$ cat src/rtl/sample_loader_pkg.sv
`default_nettype none
// ============================================================================
// Module : sample_loader_pkg
// Brief  : Shared constants, derived widths and FSM state type for sample_loader.
// Rev    : 1.0  initial release
// ============================================================================
package sample_loader_pkg;

  localparam int          N_FEAT             = 60;
  localparam int          W                  = 16;
  localparam int          NEURON_LATENCY     = 3;
  localparam logic [15:0] DECISION_THRESHOLD = 16'h8000;

  localparam int IDX_W = $clog2(N_FEAT);
  localparam int CNT_W = $clog2(NEURON_LATENCY + 1);

  typedef enum logic [1:0] {
    LOAD = 2'd0,
    WAIT = 2'd1,
    OUT  = 2'd2
  } state_e;

endpackage
`default_nettype wire

$ cat src/rtl/sample_loader.sv
`default_nettype none
// ============================================================================
// Module : sample_loader
// Brief  : Serial-to-parallel feature loader for the sonar neuron; freezes the
//          sample bus for the neuron latency, then hands the probability on.
//          Optional mine decision output: define SAMPLE_LOADER_DECISION_EN.
// Rev    : 1.0  initial release
// ============================================================================
module sample_loader
  import sample_loader_pkg::*;
#(
  parameter int          N_FEAT    = sample_loader_pkg::N_FEAT,
  parameter int          W         = sample_loader_pkg::W,
  parameter int          LATENCY   = sample_loader_pkg::NEURON_LATENCY,
  parameter logic [15:0] THRESHOLD = sample_loader_pkg::DECISION_THRESHOLD
) (
  input  logic                  clk,
  input  logic                  rst,
  input  logic [W-1:0]          feat_data,
  input  logic                  feat_valid,
  output logic                  feat_ready,
  output logic [N_FEAT*W-1:0]   uzorak,
  input  logic [W-1:0]          neuron_izlaz,
  output logic [W-1:0]          res_data,
  output logic                  res_valid,
  input  logic                  res_ready,
  output logic                  busy,
  output logic                  mina
);

  localparam int                 c_IDX_W    = $clog2(N_FEAT);
  localparam int                 c_CNT_W    = $clog2(LATENCY + 1);
  localparam logic [c_IDX_W-1:0] c_IDX_LAST = c_IDX_W'(N_FEAT - 1);
  localparam logic [c_CNT_W-1:0] c_CNT_CAP  = c_CNT_W'(LATENCY);

  state_e               state_q;
  logic [c_IDX_W-1:0]   idx_q;
  logic [c_CNT_W-1:0]   cnt_q;
  logic [N_FEAT*W-1:0]  uzorak_q;
  logic [W-1:0]         res_data_q;
  logic                 res_valid_q;
  logic                 w_capture;

  // Ready is gated by reset so nothing is offered while the block is held.
  assign feat_ready = (state_q == LOAD) && !rst;
  assign w_capture  = (state_q == WAIT) && (cnt_q == c_CNT_CAP);

  always_ff @(posedge clk) begin
    if (rst) begin
      state_q     <= LOAD;
      idx_q       <= '0;
      cnt_q       <= '0;
      uzorak_q    <= '0;
      res_data_q  <= '0;
      res_valid_q <= 1'b0;
    end else begin
      case (state_q)
        LOAD: begin
          if (feat_valid) begin
            for (int k = 0; k < N_FEAT; k++) begin
              if (idx_q == c_IDX_W'(k)) uzorak_q[k*W +: W] <= feat_data;
            end
            if (idx_q == c_IDX_LAST) begin
              state_q <= WAIT;
              cnt_q   <= '0;
              idx_q   <= '0;
            end else begin
              idx_q <= idx_q + c_IDX_W'(1);
            end
          end
        end
        WAIT: begin
          cnt_q <= cnt_q + c_CNT_W'(1);
          if (w_capture) begin
            res_data_q  <= neuron_izlaz;
            res_valid_q <= 1'b1;
            state_q     <= OUT;
          end
        end
        OUT: begin
          if (res_ready) begin
            res_valid_q <= 1'b0;
            state_q     <= LOAD;
          end
        end
        default: state_q <= LOAD;
      endcase
    end
  end

  assign uzorak    = uzorak_q;
  assign res_data  = res_data_q;
  assign res_valid = res_valid_q;
  assign busy      = (state_q != LOAD) || (idx_q != '0);

`ifdef SAMPLE_LOADER_DECISION_EN
  logic mina_q;

  always_ff @(posedge clk) begin
    if (rst) begin
      mina_q <= 1'b0;
    end else if (w_capture) begin
      mina_q <= (neuron_izlaz >= W'(THRESHOLD));
    end else if ((state_q == OUT) && res_ready) begin
      mina_q <= 1'b0;
    end
  end

  assign mina = mina_q;
`else
  logic [15:0] w_unused_thr;
  assign w_unused_thr = THRESHOLD;
  assign mina         = 1'b0;
`endif

endmodule
`default_nettype wire

$ cat config.mk
export PLATFORM = sky130hd
export DESIGN_NAME = sample_loader
export DESIGN_NICKNAME = d
export VERILOG_FILES = /design/src/rtl/sample_loader_pkg.sv /design/src/rtl/sample_loader.sv
export SDC_FILE = /design/constraint.sdc
export NUM_CORES = 2
export LEC_CHECK = 0
export CAP_MARGIN = 20
export CORE_AREA = 2 2 400 402
export CTS_CLUSTER_DIAMETER = 200
export CTS_CLUSTER_SIZE = 8
export DETAILED_ROUTE_END_ITERATION = 10
export DIE_AREA = 0 0 402 404
export PLACE_DENSITY_LB_ADDON = 0.15
export RECOVER_POWER = 25
export SETUP_SLACK_MARGIN = 0.3
export SKIP_LAST_GASP = 1
export SYNTH_ARGS = -nofsm -noshare
export SYNTH_HDL_FRONTEND = slang
export SYNTH_SLANG_ARGS = --single-unit
$ cat constraint.sdc
create_clock -name clk -period 3.4 [get_ports clk]
set_input_delay 0.34 -clock clk [delete_from_list [all_inputs] [get_ports clk]]
set_output_delay 0.34 -clock clk [all_outputs]
set_load 0.005 [all_outputs]
==> run_summary.xml <==
<?xml version="1.0" encoding="UTF-8"?>
<metrics>
  <group name="clocking">
    <metric name="clock_sink_count" unit="">987</metric>
    <metric name="tritoncts_clock_tree" unit="">done</metric>
    <metric name="clkSlewWorstSetupHoldPaths" unit="ns">0.05</metric>
    <metric name="cts_h_tree_lvls" unit="">4</metric>
    <metric name="clk_path_buf_depth" unit="">3</metric>
    <metric name="cts.root.buffer_cell" unit="">sky130_fd_sc_hd__clkbuf_16</metric>
    <metric name="numCtsBuffers" unit="">141</metric>
    <metric name="clock_latency_at_the_later_pin_of_the_worst_skew_pair" unit="ns">0.76</metric>
  </group>
  <group name="pwr">
    <metric name="power_switching_share" unit="%">23.81</metric>
    <metric name="comb_power_share" unit="%">4.2</metric>
    <metric name="peakVddDrop" unit="mV">0.4288</metric>
    <metric name="power.clock.fraction" unit="%">50.3</metric>
    <metric name="internal-power" unit="mW">19.50</metric>
    <metric name="p_sw" unit="mW">6.093</metric>
    <metric name="cellPowerDensity" unit="nW/um^2">467.7</metric>
    <metric name="power_leakage" unit="nW">26.53</metric>
    <metric name="p_seq_share" unit="%">45.5</metric>
  </group>
  <group name="hold_path">
    <metric name="end_point_of_the_worst_hold_path" unit="">uzorak[840]</metric>
    <metric name="hold_class" unit="">in -&gt; reg</metric>
    <metric name="number_of_cells_traversed_by_the_worst_hold_path" unit="">3</metric>
    <metric name="timing.hold.worst.start" unit="">rst</metric>
  </group>
  <group name="grt">
    <metric name="grt_util_all_layers" unit="%">19.85</metric>
    <metric name="antenna_violations_before_repair" unit="">4</metric>
    <metric name="globalRouteOverflowTotal" unit="">0</metric>
    <metric name="maximum_number_of_pins_on_one_net_before_global_route_repair" unit="">167</metric>
    <metric name="global_route_wire_length_before_repair" unit="um">228700</metric>
    <metric name="first_global_vias" unit="">27980</metric>
  </group>
  <group name="timing">
    <metric name="post-route-period-util" unit="%">84.59</metric>
    <metric name="hold-worst-slack" unit="ns">0.1151</metric>
    <metric name="final_max_slew_viol_count" unit="">0</metric>
    <metric name="maxClockFrequency" unit="MHz">347.7</metric>
    <metric name="worst_max_slew_pin_slew" unit="ns">1.499</metric>
    <metric name="final.min_clock_period" unit="ns">2.876</metric>
    <metric name="fin_ws" unit="ns">0.5241</metric>
    <metric name="rsz0062_at_grt" unit="">false</metric>
    <metric name="setup_total_negative_slack" unit="ns">0</metric>
    <metric name="finClkSkew" unit="ns">0.02584</metric>
    <metric name="timing.final.setup_violations" unit="">0</metric>
    <metric name="timing.max_slew.rel_slack" unit="%">0.08945</metric>
    <metric name="hold_viol_final" unit="">0</metric>
  </group>
  <group name="yosys">
    <metric name="syn_inst" unit="">3453</metric>
    <metric name="yosys.area.top_type_share" unit="%">51.01</metric>
    <metric name="synth-compound-area-share" unit="%">0.5685</metric>
    <metric name="yosys_register_bits" unit="">987</metric>
    <metric name="netlist_area" unit="sq um">38730</metric>
    <metric name="synth-xor-area-share" unit="%">0</metric>
    <metric name="synth-edff-count" unit="">0</metric>
    <metric name="ys_top_cells_by_count" unit="">sky130_fd_sc_hd__dfxtp_1, sky130_fd_sc_hd__nand2b_1, sky130_fd_sc_hd__mux2i_1</metric>
    <metric name="synth_largest_area_cell" unit="">sky130_fd_sc_hd__dfxtp_1</metric>
    <metric name="synth_top_family_by_area" unit="">multiplexers</metric>
    <metric name="ys.warnings.count" unit="">0</metric>
    <metric name="synth.area.top_cells" unit="">sky130_fd_sc_hd__dfxtp_1, sky130_fd_sc_hd__mux2i_1, sky130_fd_sc_hd__nand2b_1</metric>
    <metric name="ys_types" unit="">48</metric>
    <metric name="synth.yosys.seq_area_share" unit="%">51.01</metric>
    <metric name="synthMostInstantiatedCell" unit="">sky130_fd_sc_hd__dfxtp_1</metric>
    <metric name="ys_async_sr_fraction" unit="%">0</metric>
    <metric name="synth_flop_cell" unit="">sky130_fd_sc_hd__dfxtp_1</metric>
    <metric name="syn-num-nets" unit="">3494</metric>
    <metric name="synth.avg_cell_area" unit="sq um">11.22</metric>
    <metric name="yosys.area_share.adder" unit="%">0.1615</metric>
    <metric name="synth.mux.area_fraction" unit="%">24.83</metric>
    <metric name="synthSimpleGateAreaFrac" unit="%">18.91</metric>
  </group>
  <group name="floorplanning">
    <metric name="fp.dieW" unit="um">402</metric>
    <metric name="initial_utilization" unit="%">24.54</metric>
    <metric name="design.core.area" unit="sq um">157800</metric>
    <metric name="floorplan.rows" unit="">146</metric>
    <metric name="ios" unit="">1016</metric>
    <metric name="die_height" unit="um">404</metric>
    <metric name="fp.dieArea" unit="sq um">162400</metric>
  </group>
  <group name="routing">
    <metric name="wl_per_cell" unit="um">25.76</metric>
    <metric name="detailed_routing_iteration_count_for_the_pre_antenna_repair_pass" unit="">5</metric>
    <metric name="route.antenna.remaining_nets" unit="">0</metric>
    <metric name="drt_first_iter_violations" unit="">1286</metric>
    <metric name="detail_route.wirelength" unit="um">166200</metric>
    <metric name="drc" unit="">0</metric>
    <metric name="via_count" unit="">27670</metric>
    <metric name="vias_per_cell" unit="">4.291</metric>
  </group>
  <group name="critical_path">
    <metric name="reg2reg_to" unit="">uzorak[889]</metric>
    <metric name="critical_path_class" unit="">reg -&gt; reg</metric>
    <metric name="reg2reg_slack" unit="ns">0.52</metric>
    <metric name="critical_path.startpoint_type" unit="">flop</metric>
    <metric name="rr_startpoint" unit="">state_q[0]</metric>
    <metric name="timing.reg2reg.worst_path_depth" unit="">4</metric>
    <metric name="timing.critical_path.fanout_max" unit="">16</metric>
    <metric name="crit_path_end_kind" unit="">flop</metric>
    <metric name="worstPathRequired" unit="ns">4.05</metric>
    <metric name="path_cells" unit="">and3b_1 &gt; nand3_2 &gt; clkbuf_1 &gt; mux2i_1</metric>
    <metric name="critical_path.slowest_cell" unit="">sky130_fd_sc_hd__clkbuf_1</metric>
    <metric name="timing.critical_path.arrival" unit="ns">3.53</metric>
    <metric name="slowest_delay" unit="ns">1.08</metric>
  </group>
  <group name="place">
    <metric name="pre_cts_ws" unit="ns">0.5802</metric>
    <metric name="finalWeightedCongestion" unit="">0.7857</metric>
    <metric name="buffer_ports.inserted" unit="">1014</metric>
    <metric name="dp_hpwl" unit="um">109800</metric>
  </group>
  <group name="final_layout">
    <metric name="area_delta_synth_final" unit="%">41.29</metric>
    <metric name="proportion_of_layout_cells_with_a_drive_suffix_above_1" unit="%">7.407</metric>
    <metric name="layout.nets" unit="">4401</metric>
    <metric name="layout.filler_cells" unit="">15960</metric>
  </group>
  <group name="run_status">
    <metric name="run_status" unit="">finished with violations</metric>
    <metric name="failed_checks" unit="">max-capacitance violations</metric>
  </group>
  <group name="job">
    <metric name="max_cap_violations" unit="">1</metric>
  </group>
</metrics>
[layout by cell type, fill, tap and decap left out, types with 3 or more instances in the layout]
cell	n
sky130_fd_sc_hd__ha_1	5
sky130_fd_sc_hd__dlygate4sd3_1	455
sky130_fd_sc_hd__nand2b_1	961
sky130_fd_sc_hd__dfxtp_1	986
sky130_fd_sc_hd__and3b_1	4
sky130_fd_sc_hd__inv_6	3
sky130_fd_sc_hd__clkbuf_16	143
sky130_fd_sc_hd__clkbuf_1	3
sky130_fd_sc_hd__inv_1	6
sky130_fd_sc_hd__and3b_2	6
sky130_fd_sc_hd__nand3_1	3
sky130_fd_sc_hd__a21oi_1	25
sky130_fd_sc_hd__nor3b_4	4
sky130_fd_sc_hd__clkdlybuf4s50_1	557
sky130_fd_sc_hd__and3_2	5
sky130_fd_sc_hd__buf_4	55
sky130_fd_sc_hd__diode_2	4
sky130_fd_sc_hd__nand3b_1	18
sky130_fd_sc_hd__nand2_1	35
sky130_fd_sc_hd__nand3_2	27
sky130_fd_sc_hd__inv_16	4
sky130_fd_sc_hd__mux2i_1	961
sky130_fd_sc_hd__nand3_4	16
sky130_fd_sc_hd__clkinv_16	4
sky130_fd_sc_hd__buf_12	28
sky130_fd_sc_hd__nor2_1	6
sky130_fd_sc_hd__nand2b_4	16
[how the worst max path moves through the flow]
stage	startpoint	to	slack (ns)	cells after the start
after global placement	feat_valid	uzorak[99]	0.64	4
final	state_q[0]	uzorak[889]	0.52	4
after detailed placement	feat_valid	uzorak[99]	0.58	4
after floorplan	idx_q[0]	uzorak[117]	1.61	7
after CTS	idx_q[0]	busy	0.52	6
after global routing	state_q[0]	uzorak[887]	0.30	4
[what timing repair did]
action,4_1_cts,5_1_grt
endpoints found under the setup margin,1,0
resized for setup,2,0
hold buffers,0,0
buffers inserted,0,0
[layout make-up]
| cell class | instances | area (sq um) | share of cell area (%) |
|---|---|---|---|
| inverters | 6 | 22.52 | 0.04115 |
| repair buffers | 1100 | 11140 | 20.35 |
| flip-flops and latches | 987 | 19760 | 36.11 |
| multi-input cells | 2124 | 17360 | 31.72 |
| well taps | 2072 | 2592 | 4.737 |
| clock buffers | 143 | 3578 | 6.539 |
| diodes | 4 | 10.01 | 0.01829 |
| clock inverters | 14 | 266.5 | 0.4870 |
[sequential cells by signal, indices dropped and copies added (netlist names)]
register and cells:
res_data 16, cnt_q 2, uzorak 960, res_valid 1, state_q 2, idx_q 6
[critical path: cells and delay by family (launching register included)]
family / cells / cell delay, ns
simple gates: 2 / 0.69
buf+inv: 1 / 1.08
mux: 1 / 0.29
flops: 1 / 0.67
[through the flow]
step / power [mW] / std cells / util [%] / area [sq um]
after floorplan: 12.40 / 3453 / - / 38730
after global placement: 13.00 / 6289 / 32.24 / 50890
after detailed placement: 13.00 / 6289 / 32.24 / 50890
after CTS: 26.11 / 6446 / 34.68 / 54740
after global routing: 26.54 / 6447 / 34.67 / 54720
final: 25.60 / 6450 / 34.67 / 54730
[kinds of logic (layout without fill, tap and decap cells)]
group / after synthesis / count (layout)
and+or+nand+nor: 1120 / 1120
muxes: 961 / 961
AOI/OAI and AO/OA: 37 / 37
buffers and inverters: 342 / 1263
DFF: 987 / 987
adders and majority gates: 5 / 5
other: 1 / 5
[power by group through the flow]
| stage | combinational [mW] | sequential (mW) | clock, mW |
|---|---|---|---|
| after floorplan | 0.535 | 11.9 | 0 |
| after global routing | 1.14 | 11.6 | 13.8 |
| final | 1.08 | 11.6 | 12.9 |
| after detailed placement | 1.13 | 11.9 | 0 |
| after CTS | 1.13 | 11.6 | 13.4 |
| after global placement | 1.13 | 11.9 | 0 |
[metal layers]
metal / share of wire (%) / vias to the layer above / wire, um / global-route usage (%)
li1: - / 13140 / - / -
met3: 7.1 / 238 / 11720 / 6.461
met1: 42 / 13500 / 70060 / 23.89
met5: 0.0078 / - / 13 / 0
met4: 4.1 / 2 / 6886 / 8.132
met2: 47 / 799 / 77490 / 32.53
Note: power is estimated with default switching activity, not from simulation.
